### src/rtl/instr_fetch_seq.sv
// 8086 prefetch sequencer: fetches code words into a byte queue and cuts complete
// instructions from the queue head, using the length reported by the external decoder.
module instr_fetch_seq #(
  parameter int          QDEPTH   = 8,
  parameter logic [15:0] RESET_IP = 16'h0000
) (
  input  logic        iClk,
  input  logic        iRst,
  input  logic        iFlush,
  input  logic [15:0] iFlushIP,
  output logic        oMemReq,
  output logic [15:0] oMemAddr,
  input  logic        iMemAck,
  input  logic [15:0] iMemData,
  output logic [7:0]  oLdOp0,
  output logic [7:0]  oLdOp1,
  input  logic [2:0]  iLdLen,
  output logic        oInsValid,
  input  logic        iInsReady,
  output logic [47:0] oInsBytes,
  output logic [2:0]  oInsLen,
  output logic [15:0] oInsIP
);

  localparam int PW = $clog2(QDEPTH);
  localparam int CW = PW + 1;

  typedef enum logic [1:0] {
    S_IDLE    = 2'd0,
    S_REQ     = 2'd1,
    S_DISCARD = 2'd2
  } fetch_state_e;

  fetch_state_e  r_state;
  fetch_state_e  w_state_nxt;

  logic [7:0]    r_q [QDEPTH];
  logic [PW-1:0] r_rd;
  logic [PW-1:0] r_wr;
  logic [PW-1:0] w_wr1;
  logic [CW-1:0] r_count;
  logic [CW-1:0] w_push_n;
  logic [CW-1:0] w_pop_n;
  logic [15:0]   r_ip;
  logic [15:0]   r_fetch_addr;
  logic [15:0]   r_hold_addr;
  logic          r_drop_low;
  logic          w_room;
  logic          w_push;
  logic          w_load;
  logic [47:0]   w_head_bytes;

  // A new word is only requested when both of its bytes are guaranteed a slot.
  assign w_room   = (r_count <= CW'(QDEPTH - 2));
  assign w_load   = (!oInsValid || iInsReady) && (r_count >= CW'(2)) &&
                    (r_count >= CW'(iLdLen)) && !iFlush;
  assign w_pop_n  = w_load ? CW'(iLdLen) : '0;
  assign w_push_n = !w_push ? '0 : (r_drop_low ? CW'(1) : CW'(2));
  assign w_wr1    = r_wr + PW'(1);

  assign oLdOp0   = r_q[r_rd];
  assign oLdOp1   = r_q[r_rd + PW'(1)];
  assign oMemReq  = (r_state != S_IDLE);
  // A discarded request keeps presenting its original address until the bus acks it.
  assign oMemAddr = (r_state == S_DISCARD) ? r_hold_addr : r_fetch_addr;

  // NOTE: every combinational output gets a default first so no path infers a latch.
  always_comb begin
    w_state_nxt = r_state;
    w_push      = 1'b0;
    case (r_state)
      S_IDLE: begin
        if (!iFlush && w_room) w_state_nxt = S_REQ;
      end
      S_REQ: begin
        if (iMemAck) begin
          w_state_nxt = S_IDLE;
          w_push      = !iFlush;
        end else if (iFlush) begin
          w_state_nxt = S_DISCARD;
        end
      end
      S_DISCARD: begin
        if (iMemAck) w_state_nxt = S_IDLE;
      end
      default: w_state_nxt = S_IDLE;
    endcase
  end

  always_comb begin
    w_head_bytes = '0;
    for (int i = 0; i < 6; i++) begin
      if (3'(i) < iLdLen) w_head_bytes[i*8 +: 8] = r_q[r_rd + PW'(i)];
    end
  end

  // NOTE: queue storage carries no reset; r_count alone decides which bytes are live.
  always_ff @(posedge iClk) begin
    if (w_push) begin
      if (r_drop_low) begin
        r_q[r_wr] <= iMemData[15:8];
      end else begin
        r_q[r_wr] <= iMemData[7:0];
        r_q[w_wr1] <= iMemData[15:8];
      end
    end
  end

  // NOTE: all sequential state uses non-blocking assignments so every register sees pre-edge values.
  always_ff @(posedge iClk or posedge iRst) begin
    if (iRst) begin
      r_state      <= S_IDLE;
      r_count      <= '0;
      r_rd         <= '0;
      r_wr         <= '0;
      r_ip         <= RESET_IP;
      r_fetch_addr <= {RESET_IP[15:1], 1'b0};
      r_hold_addr  <= {RESET_IP[15:1], 1'b0};
      r_drop_low   <= RESET_IP[0];
      oInsValid    <= 1'b0;
      oInsBytes    <= '0;
      oInsLen      <= '0;
      oInsIP       <= RESET_IP;
    end else begin
      r_state <= w_state_nxt;
      if (iFlush) begin
        r_count      <= '0;
        r_rd         <= '0;
        r_wr         <= '0;
        r_ip         <= iFlushIP;
        r_fetch_addr <= {iFlushIP[15:1], 1'b0};
        r_drop_low   <= iFlushIP[0];
        oInsValid    <= 1'b0;
        if (r_state == S_REQ && !iMemAck) r_hold_addr <= r_fetch_addr;
      end else begin
        r_count <= r_count + w_push_n - w_pop_n;
        r_rd    <= r_rd + PW'(w_pop_n);
        r_wr    <= r_wr + PW'(w_push_n);
        if (w_push) begin
          r_drop_low   <= 1'b0;
          r_fetch_addr <= r_fetch_addr + 16'd2;
        end
        if (w_load) begin
          oInsValid <= 1'b1;
          oInsBytes <= w_head_bytes;
          oInsLen   <= iLdLen;
          oInsIP    <= r_ip;
          r_ip      <= r_ip + 16'(iLdLen);
        end else if (iInsReady) begin
          oInsValid <= 1'b0;
        end
      end
    end
  end

endmodule

### config.mk
export PLATFORM = sky130hd
export DESIGN_NAME = instr_fetch_seq
export DESIGN_NICKNAME = d
export VERILOG_FILES = /design/src/rtl/instr_fetch_seq.sv
export SDC_FILE = /design/constraint.sdc
export NUM_CORES = 1
export LEC_CHECK = 0
export CELL_PAD_IN_SITES_DETAIL_PLACEMENT = 0
export CELL_PAD_IN_SITES_GLOBAL_PLACEMENT = 2
export CORE_MARGIN = 1.5
export CORE_UTILIZATION = 38
export CTS_CLUSTER_SIZE = 12
export DETAILED_ROUTE_END_ITERATION = 6
export PLACE_DENSITY = 0.79
export SLEW_MARGIN = 20
export SYNTH_ARGS = -nofsm -noshare
export SYNTH_HDL_FRONTEND = slang
export SYNTH_SLANG_ARGS = --single-unit
### constraint.sdc
create_clock -name iClk -period 4.39 [get_ports iClk]
set_input_delay 0.439 -clock iClk [delete_from_list [all_inputs] [get_ports iClk]]
set_output_delay 0.439 -clock iClk [all_outputs]
set_load 0.02 [all_outputs]
==> impl_metrics.yaml <==
status:
  outcome: "finished, final reports clean"
finish:
  num_antenna_cells: 0
  multi_input_area_um2: 5490
  drive_gt1_share_pct: 25.1
  area_growth_pct: 22.1
  fin_area_um2: 13300
  fillers: 2574
  nets: 1058
  seqCellArea_um2: 5100
placement:
  portBuffers: 139
  dpl.hpwl_mm: 20.4
  placed_cell_area_um2: 12700
  place_congestion: 0.769
timing:
  finalCritPeriodShare_pct: 84.3
  finalHoldViolCount: 0
  worst_slew_pin_slew_ps: 851
  tns_ps: 0
  period_minus_slack_ps: 3700
  maxSlewViolCount: 0
  rsz0062_at_grt: "no"
  slew_headroom_pct: 43.2
  hold_ws_ps: 473
  setup_viol: 0
  max_freq_mhz: 270
  finalClockSkew_ps: 10.5
yosys:
  netlist_instances: 861
  syn_avg_cell_area_um2: 12.7
  ys_warn_count: 0
  syn_nets: 923
  synth_cell_types: 61
  syn_area_um2: 10900
  synth-edff-count: 64
  ys.flop_type: "dfrtp_1"
  async_reset_ff_share_pct: 66.5
  seq_area_frac_synth_pct: 46.8
  synth-seq-cells: 191
clocking:
  cts_setup_buffers: 0
  cts.sinks: 191
  clk_path_buf_depth: 2
  cts_inserted_buffers: 17
  cts_tree: "built"
  cts_resized: 0
  holdBufCountCts: 0
  clk_pin_slew_ps: 70
  htreeDepth: 4
  insertion_delay_ps: 440
  ctsRootBufferMaster: "clkbuf_16"
pwr:
  p_per_area_nw_per_um2: 548
  internal_power_w: 0.00465
  vdd_drop_max_mv: 0.406
  sequentialPowerShare_pct: 34.5
  p_clk_share_pct: 22.2
  p_switching_w: 0.00264
  power_leakage_nw: 5.05
  p_comb_share_pct: 43.3
  swShare_pct: 36.3
die:
  start_util_pct: 38.9
  die_area_um2: 29700
  core.rowCount: 61
  die_h_um: 172
  pin_count: 141
  floorplan.core_area_um2: 28000
  fp.dieW_um: 172
setup_path:
  setup.worst_path.class: "flop to output pin"
  cp_slowest_cell: "mux4_2"
  critPathCaptureType: "output pin"
  required_ps: 3950
  crit_chain: "clkinv_1 > buf_4 > ha_1 > buf_4 > mux4_2 > mux2_2 > clkdlybuf4s50_1"
  crit_arrival_ps: 3260
  worst_path_most_repeated_cell: "buf_4"
  rr_worst_depth: 13
  max_stage_delay_ps: 630
  critPathTopFamily: "buffers and inverters"
  worstPathMaxFanout: 24
  cp-start-kind: "flop"
  crit_buf_inv: 4
  crit_cells: 7
drt:
  drcViolationCount: 0
  drt.antenna.violating_nets: 0
  wl_per_cell_um: 19.8
  vias_per_cell: 5.28
  num_vias: 7324
  drt-pass1-iter-count: 4
  drt_iter0_drc: 587
  drt-total-wl_mm: 27.5
global_routing:
  grt_max_degree: 78
  antenna_found_initial: 0
  grt_pass1_wl_mm: 42.8
  grt_pass1_vias: 7032
  grt_overflow: 0
  grtUsageTotal_pct: 19.2
flow_run:
  cap_violations: 0
hold_path:
  hold_class: "flop to flop"
  hold_depth: 2
## metal layers
| metal | track usage [%] | routed length, um | vias to the layer above |
|---|---|---|---|
| met4 | 5.10 | 269 | 0 |
| met5 | 0 | 0 | - |
| met1 | 31.6 | 14600 | 3630 |
| met3 | 3.00 | 1320 | 15 |
| li1 | - | - | 3484 |
| met2 | 25.7 | 11300 | 195 |
## kinds of logic after synthesis
| kind of cell | share of synthesized area, % |
|---|---|
| compound gates | 6.57 |
| xor+xnor | 2.25 |
| fa+ha+maj | 2.87 |
| buf+inv | 2.90 |
| flops | 46.8 |
| mux | 28.3 |
| other cells | 0.0344 |
| simple gates | 10.3 |
## power by group through the flow
stage | Combinational, W | Sequential (W) | Clock, W
final | 0.00316 | 0.00252 | 0.00162
after global routing | 0.00344 | 0.00257 | 0.00172
after CTS | 0.00319 | 0.00252 | 0.00166
after detailed placement | 0.00318 | 0.00255 | 0
after global placement | 0.00316 | 0.00255 | 0
after floorplan | 0.00177 | 0.00279 | 0
## final timing paths
| check | start | endpoint | slack [ps] |
|---|---|---|---|
| max in group asynchronous | iRst | r_fetch_addr[12] | 3180 |
| setup reg to reg | r_count[2] | r_count[3] | 1270 |
| hold / removal | oInsIP[9] | oInsIP[9] | 470 |
| hold reg to reg | oInsIP[9] | oInsIP[9] | 470 |
| min in group asynchronous | iRst | r_ip[2] | 480 |
| setup / recovery | r_rd[0] | oLdOp1[0] | 690 |
## area by class of cell
cell class | count | area share [%]
clock buffers | 18 | 3.22
clock inverters | 14 | 1.28
inverters | 21 | 0.630
multi-input cells | 604 | 41.2
flip-flops and latches | 191 | 38.3
well taps | 378 | 3.55
repair buffers | 161 | 11.8
## per-stage QoR
stage | total power [W] | cells | util, % | worst slack (ps)
6_report | 0.00730 | 1387 | 47.5 | 689
5_1_grt | 0.00773 | 1387 | 47.5 | 540
4_1_cts | 0.00737 | 1387 | 47.5 | 638
3_5_place_dp | 0.00574 | 1355 | 45.4 | 662
3_3_place_gp | 0.00571 | 1355 | 45.4 | 715
2_1_floorplan | 0.00456 | 861 | - | 567
## state kept, by name, summed over array words and instances (netlist names)
name,cells
r_state,2
r_hold_addr,15
oInsIP,16
r_q,64
r_wr,3
r_fetch_addr,15
oInsLen,3
r_ip,16
r_rd,3
oInsBytes,48
oInsValid,1
r_drop_low,1
r_count,4
## worst min-delay path, stage by stage, from the launching register on
cell     delay [ps]
dfrtp_1         340
nand2_1          50
nand2_1          50
## cells in the final DEF, fill, tap and decap left out, types with 17 or more instances in the layout
cell             netlist  final
buf_4                  8     21
clkbuf_16              0     17
clkdlybuf4s50_1        0    139
dfrtp_1              127    126
edfxtp_1              64     64
ha_1                  17     17
inv_1                 18     17
mux2_2               115    115
mux2i_1               34     34
mux4_2                64     64
nand2_1              128    127
nor2_1                24     24
o21ai_0               46     46
xnor2_1               18     18
## synth_stat cells (all sizes together) (2+ instances only)
master / count / area, um2
o31a: 7 / 61.3
mux2i: 34 / 340
nand2b: 8 / 50.1
a22o: 16 / 140
dfrtp: 127 / 3180
fa: 5 / 100
a21boi: 6 / 45.1
edfxtp: 64 / 1920
clkinv: 2 / 7.51
a31oi: 7 / 43.8
a21o: 2 / 15.0
nand2: 131 / 504
nand4: 9 / 62.6
inv: 19 / 71.3
nor2: 29 / 145
clkbuf: 19 / 71.3
o21bai: 3 / 22.5
and4: 2 / 17.5
xnor2: 18 / 158
and3: 3 / 18.8
buf: 26 / 166
nor4: 4 / 25.0
nor2b: 8 / 50.1
mux2: 116 / 1310
xor2: 10 / 87.6
o21ai: 47 / 239
ha: 17 / 213
mux4: 64 / 1440
nand3: 13 / 82.6
o22ai: 2 / 12.5
o31ai: 2 / 15.0
a21oi: 12 / 60.1
o21a: 4 / 30.0
nor3: 6 / 52.6
or3: 9 / 56.3
Note: power is estimated with default switching activity, not from simulation.
